**src/rtl/alu_seq.sv**
```systemverilog
// rtl/alu_seq.sv - handshaked ALU with iterative shift-add multiply and restoring divide
module alu_seq #(
  parameter int WIDTH = 16,
  parameter int BP_W  = $clog2(WIDTH)
) (
  input  logic             clk,
  input  logic             rst,
  input  logic             in_valid,
  output logic             in_ready,
  input  logic [4:0]       opcode,
  input  logic [WIDTH-1:0] operand_1,
  input  logic [WIDTH-1:0] operand_2,
  input  logic [BP_W-1:0]  bit_position,
  output logic             out_valid,
  input  logic             out_ready,
  output logic [WIDTH-1:0] result_0,
  output logic [WIDTH-1:0] result_1,
  output logic [7:0]       flag_reg
);

  // EXEC is the one-cycle compute/writeback step every operation passes through
  localparam logic [1:0] S_IDLE = 2'd0;
  localparam logic [1:0] S_BUSY = 2'd1;
  localparam logic [1:0] S_EXEC = 2'd2;
  localparam logic [1:0] S_DONE = 2'd3;

  localparam int CNT_W = $clog2(WIDTH + 1);

  localparam logic [4:0] OP_ADD  = 5'b00000;
  localparam logic [4:0] OP_MUL  = 5'b00001;
  localparam logic [4:0] OP_SUB  = 5'b00010;
  localparam logic [4:0] OP_DIV  = 5'b00011;
  localparam logic [4:0] OP_NOT  = 5'b00100;
  localparam logic [4:0] OP_AND  = 5'b00101;
  localparam logic [4:0] OP_OR   = 5'b00110;
  localparam logic [4:0] OP_XOR  = 5'b00111;
  localparam logic [4:0] OP_INC  = 5'b01000;
  localparam logic [4:0] OP_CMP  = 5'b01001;
  localparam logic [4:0] OP_RR   = 5'b01010;
  localparam logic [4:0] OP_RL   = 5'b01011;
  localparam logic [4:0] OP_SETB = 5'b01100;
  localparam logic [4:0] OP_CLRB = 5'b01101;
  localparam logic [4:0] OP_SETF = 5'b01110;
  localparam logic [4:0] OP_SWAP = 5'b01111;

  logic [1:0]       state;
  logic [4:0]       op_q;
  logic [WIDTH-1:0] a_q;
  logic [WIDTH-1:0] b_q;
  logic [BP_W-1:0]  bp_q;
  logic [WIDTH-1:0] eng_hi;
  logic [WIDTH-1:0] eng_lo;
  logic [CNT_W-1:0] cnt;

  logic             accept;
  logic             is_iter;
  logic [WIDTH:0]   mul_sum;
  logic [WIDTH:0]   div_trial;

  logic [WIDTH-1:0] r0_n;
  logic [WIDTH-1:0] r1_n;
  logic [7:0]       flag_n;
  logic             c_f, v_f, gt_f, eq_f, lt_f, dz_f;
  logic             legal;
  logic             setf;
  logic [2:0]       setf_idx;
  logic [WIDTH-1:0] bit_mask;

  assign in_ready  = (state == S_IDLE) && !rst;
  assign out_valid = (state == S_DONE);
  assign accept    = in_valid && in_ready;
  assign is_iter   = (opcode == OP_MUL) || ((opcode == OP_DIV) && (operand_2 != '0));

  // eng_hi holds product-high / partial remainder, eng_lo multiplier / dividend-quotient
  assign mul_sum   = {1'b0, eng_hi} + (eng_lo[0] ? {1'b0, b_q} : '0);
  assign div_trial = {eng_hi, eng_lo[WIDTH-1]} - {1'b0, b_q};

  assign setf_idx  = 3'(bp_q);
  assign bit_mask  = WIDTH'(1) << bp_q;

  always_ff @(posedge clk) begin
    if (rst) begin
      state    <= S_IDLE;
      op_q     <= '0;
      a_q      <= '0;
      b_q      <= '0;
      bp_q     <= '0;
      eng_hi   <= '0;
      eng_lo   <= '0;
      cnt      <= '0;
      result_0 <= '0;
      result_1 <= '0;
      flag_reg <= '0;
    end else begin
      case (state)
        S_IDLE: begin
          if (accept) begin
            op_q   <= opcode;
            a_q    <= operand_1;
            b_q    <= operand_2;
            bp_q   <= bit_position;
            eng_hi <= '0;
            eng_lo <= operand_1;
            cnt    <= '0;
            state  <= is_iter ? S_BUSY : S_EXEC;
          end
        end
        S_BUSY: begin
          if (op_q == OP_MUL) begin
            eng_hi <= mul_sum[WIDTH:1];
            eng_lo <= {mul_sum[0], eng_lo[WIDTH-1:1]};
          end else if (div_trial[WIDTH]) begin
            eng_hi <= {eng_hi[WIDTH-2:0], eng_lo[WIDTH-1]};
            eng_lo <= {eng_lo[WIDTH-2:0], 1'b0};
          end else begin
            eng_hi <= div_trial[WIDTH-1:0];
            eng_lo <= {eng_lo[WIDTH-2:0], 1'b1};
          end
          cnt <= cnt + 1'b1;
          if (cnt == CNT_W'(WIDTH - 1)) state <= S_EXEC;
        end
        S_EXEC: begin
          result_0 <= r0_n;
          result_1 <= r1_n;
          flag_reg <= flag_n;
          state    <= S_DONE;
        end
        default: begin
          if (out_ready) state <= S_IDLE;
        end
      endcase
    end
  end

  always_comb begin
    r0_n  = '0;
    r1_n  = '0;
    c_f   = 1'b0;
    v_f   = 1'b0;
    gt_f  = 1'b0;
    eq_f  = 1'b0;
    lt_f  = 1'b0;
    dz_f  = 1'b0;
    legal = 1'b1;
    setf  = 1'b0;
    case (op_q)
      OP_ADD: begin
        {c_f, r0_n} = {1'b0, a_q} + {1'b0, b_q};
        v_f = (a_q[WIDTH-1] == b_q[WIDTH-1]) && (r0_n[WIDTH-1] != a_q[WIDTH-1]);
      end
      OP_MUL: begin
        r0_n = eng_lo;
        r1_n = eng_hi;
      end
      OP_SUB: begin
        r0_n = a_q - b_q;
        c_f  = (a_q < b_q);
        v_f  = (a_q[WIDTH-1] != b_q[WIDTH-1]) && (r0_n[WIDTH-1] != a_q[WIDTH-1]);
      end
      OP_DIV: begin
        if (b_q == '0) begin
          r0_n = '1;
          r1_n = a_q;
          dz_f = 1'b1;
        end else begin
          r0_n = eng_lo;
          r1_n = eng_hi;
        end
      end
      OP_NOT:  r0_n = ~a_q;
      OP_AND:  r0_n = a_q & b_q;
      OP_OR:   r0_n = a_q | b_q;
      OP_XOR:  r0_n = a_q ^ b_q;
      OP_INC:  {c_f, r0_n} = {1'b0, a_q} + (WIDTH+1)'(1);
      OP_CMP: begin
        gt_f = (a_q > b_q);
        eq_f = (a_q == b_q);
        lt_f = (a_q < b_q);
      end
      OP_RR: begin
        r0_n = {a_q[0], a_q[WIDTH-1:1]};
        c_f  = a_q[0];
      end
      OP_RL: begin
        r0_n = {a_q[WIDTH-2:0], a_q[WIDTH-1]};
        c_f  = a_q[WIDTH-1];
      end
      OP_SETB: r0_n = a_q | bit_mask;
      OP_CLRB: r0_n = a_q & ~bit_mask;
      OP_SETF: setf = 1'b1;
      OP_SWAP: r0_n = {a_q[WIDTH/2-1:0], a_q[WIDTH-1:WIDTH/2]};
      default: legal = 1'b0;
    endcase

    if (!legal)
      flag_n = flag_reg;
    else if (setf)
      flag_n = flag_reg | (8'd1 << setf_idx);
    else
      flag_n = {(r0_n == '0), r0_n[WIDTH-1], dz_f, lt_f, eq_f, gt_f, v_f, c_f};
  end

endmodule
```
**config.mk**
```make
export PLATFORM = sky130hd
export DESIGN_NAME = alu_seq
export DESIGN_NICKNAME = d
export VERILOG_FILES = /design/src/rtl/alu_seq.sv
export SDC_FILE = /design/constraint.sdc
export NUM_CORES = 1
export LEC_CHECK = 0
export ABC_AREA = 1
export BUFFER_PORTS_ARGS = -buffer_cell sky130_fd_sc_hd__buf_2
export CAP_MARGIN = 20
export CORE_AREA = 2 2 139 141
export DETAILED_ROUTE_END_ITERATION = 12
export DIE_AREA = 0 0 141 143
export PLACE_DENSITY = 0.81
export REMOVE_ABC_BUFFERS = 1
export SLEW_MARGIN = 20
export SYNTH_ARGS = -nofsm -noshare
export SYNTH_HDL_FRONTEND = slang
export SYNTH_SLANG_ARGS = --single-unit
```
**constraint.sdc**
```tcl
create_clock -name clk -period 3 [get_ports clk]
set_input_delay 0.45 -clock clk [delete_from_list [all_inputs] [get_ports clk]]
set_output_delay 0.45 -clock clk [all_outputs]
set_load 0.05 [all_outputs]
```
==> out/metrics.yaml <==
place:
  port_buffers: 86
  dp_hpwl_mm: 36.6
  place_ws_ns: 0.0961
  placed_cell_area_mm2: 0.0122
  placedCellCount: 2246
  gp_congestion: 1.12
cells_and_area:
  syn_to_final_growth_pct: 12.8
  final_cells: 2278
  nets: 2152
  fillers: 1703
  finalInstanceArea_mm2: 0.0128
  n_antenna_cell: 0
  drive_above_1_share_pct: 10.8
cts:
  htree_levels: 4
  numCtsBuffers: 17
  clk_latency_ns: 0.44
  cts_tree: "done"
  clockBufferDepth: 2
  cts.sinks: 120
  root_buffer: "clkbuf_16"
  clkTransAtPathRegs_ns: 0.07
synth:
  yosysWarnings: 0
  ys_ff_latch: 120
  syn_avg_cell_area_um2: 5.82
  synthCells: 1951
  ys_seq_area_share_pct: 21.1
  syn_area_mm2: 0.0114
  ys_types: 47
global_route:
  grt_pass1_wl_mm: 73.8
  grt_start_max_net_pins: 62
  grt_usage_pct: 47.8
  grt_overflow: 0
  antenna_found_initial: 0
  grt_pass1_vias: 13404
worst_setup_path:
  crit_family: "simple AND/OR/NAND/NOR gates"
  worst-setup-path-type: "reg2reg"
  path_buf_inv: 1
  slowest_stage: "dfxtp_1"
  arrival_ns: 3.22
  critical-path-max-stage-delay_ns: 0.63
  cp_common_cell: "nor2_1"
  end_kind: "register"
  critical_path.cell_chain: "nor2_1, nand2_1, nor2_1, inv_1, nand2_2, nand2_1, nand3_1, nor2_1, nand4_1, nor2_1, nand2_1, nor2_1, nand3_1, a21oi_2"
  critPathLaunchType: "register"
  cp_max_fo: 15
  required_ns: 3.38
floorplanning:
  die-height_um: 143
  die-area_mm2: 0.0202
  boundaryPins: 87
  die_w_um: 141
  initial_utilization_pct: 61.1
  core_area_mm2: 0.0186
  rows: 50
timing:
  clock_skew_ns: 0.0143
  setup_viol: 0
  period_share_pct: 94.9
  slew_headroom_pct: 39.1
  worst_pin_slew_ns: 0.904
  fin_crit_ns: 2.85
  rsz0062_at_grt: "no"
  fmax_mhz: 351
  hold_viol_final: 0
  fin_ws_ns: 0.154
  slew_viol_final: 0
route:
  drcViolationCount: 0
  firstDrtPassIters: 8
  via_per_inst: 6.27
  drtAntennaViolNets: 0
  wl_per_cell_um: 21.2
  vias: 14279
  drt_iter0_drc: 2131
  routed_wl_mm: 48.2
power_and_ir_drop:
  power.total_w: 0.0105
  power_density_mw_per_mm2: 823
  p_leak_nw: 6.39
  peakVddDrop_v: 0.000519
run:
  drv_cap: 0
hold_path:
  worstHoldPathType: "in2reg"
run_status:
  outcome: "finished clean"
==> cells by family (layout without fill, tap and decap cells) <==
logic type / count (synthesis) / count (layout) / share of synthesized area (%)
AOI/OAI and AO/OA: 389 / 389 / 19.5
xor gates and xnor gates: 17 / 17 / 1.31
adders and majority gates: 76 / 76 / 8.63
buffers and inverters: 314 / 407 / 11.1
DFF: 120 / 120 / 21.1
and+or+nand+nor: 1035 / 1035 / 38.3
==> layout make-up <==
type / count / area [um2] / share of cell area, %
repair buffers: 147 / 913 / 7.13
inverters: 228 / 861 / 6.72
well taps: 234 / 293 / 2.29
clock inverters: 14 / 166 / 1.30
flip-flops and latches: 120 / 2410 / 18.8
clock buffers: 18 / 439 / 3.43
multi-input cells: 1517 / 7730 / 60.3
==> Yosys cell counts, drive strengths merged <==
library cell,instances,area share (%)
o221ai,1,0.077
a32o,7,0.62
nand3,185,8.3
xor2,14,1.1
a21o,3,0.20
nor2,215,7.5
o21ai,134,5.9
nand2,564,19
o221a,1,0.099
clkinv,5,0.21
a211oi,3,0.20
nand4,32,1.8
o21a,2,0.13
o22ai,6,0.33
o211ai,32,2.1
a31oi,18,0.99
buf,35,1.8
or2,6,0.33
o31ai,20,1.3
nor4,5,0.28
nand3b,5,0.33
inv,223,7.4
ha,72,7.9
xnor2,3,0.23
nor3,23,1.0
dfxtp,120,21
a21oi,148,6.6
a221oi,1,0.077
clkbuf,51,1.7
o211a,2,0.18
o21bai,9,0.59
fa,4,0.70
o2111ai,2,0.15
==> layout by cell type, fill, tap and decap left out, types with 7 or more instances in the layout <==
cell type / n
a32o_1: 7
o211ai_1: 32
nand3_1: 183
a21oi_1: 147
a31oi_1: 18
xor2_1: 14
o21bai_1: 9
nand4_1: 31
nor2_1: 205
o31ai_1: 20
nor3_1: 22
ha_1: 70
o21ai_0: 128
buf_4: 59
inv_1: 216
clkbuf_16: 17
nand2_1: 558
dfxtp_1: 116
buf_2: 86
==> metal layers <==
layer / up-vias / share of wire, % / track usage (%)
met5: - / 0 / 0
met4: 0 / 7.3 / 29.9
met3: 263 / 12 / 11.2
met2: 1033 / 44 / 75.8
met1: 6392 / 37 / 58.8
li1: 6591 / - / -
==> stage by stage <==
step / TNS, ns / utilization [%] / hold WS, ns
floorplan: -32.24 / - / 0.452
global placement: 0 / 65.5 / 0.455
detailed placement: 0 / 65.5 / 0.462
CTS: 0 / 68.8 / 0.230
global route: 0 / 68.9 / 0.268
finish: 0 / 68.9 / 0.229
==> worst min-delay path, cell delays in order <==
cell     delay, ns
buf_2         0.08
nand2_1       0.06
o31ai_1       0.06
==> final timing paths <==
check | startpoint | end | slack, ns | cells after the start
min reg2reg | result_0[14]$_SDFFE_PP0P_ | result_0[14]$_SDFFE_PP0P_ | 0.48 | 2
min | operand_1[2] | a_q[2]$_SDFFE_PP0P_ | 0.23 | 3
max | op_q[0]$_SDFFE_PP0P_ | flag_reg[7]$_SDFFE_PP0P_ | 0.15 | 14
max reg2reg | op_q[0]$_SDFFE_PP0P_ | flag_reg[7]$_SDFFE_PP0P_ | 0.15 | 14
==> timing repair <==
item,4_1_cts,5_1_grt
hold buffers,0,0
resized for setup,0,10
endpoints found under the setup margin,0,7
buffers inserted,0,0
==> where the power goes <==
group	leakage, nW	switching, W	internal, W	total [W]
registers	0.983	0.000376	0.00196	0.00234
clock network	0.288	0.000931	0.00127	0.00220
logic	5.12	0.00429	0.00171	0.00600
No activity file was read; power rests on OpenSTA's default activity.
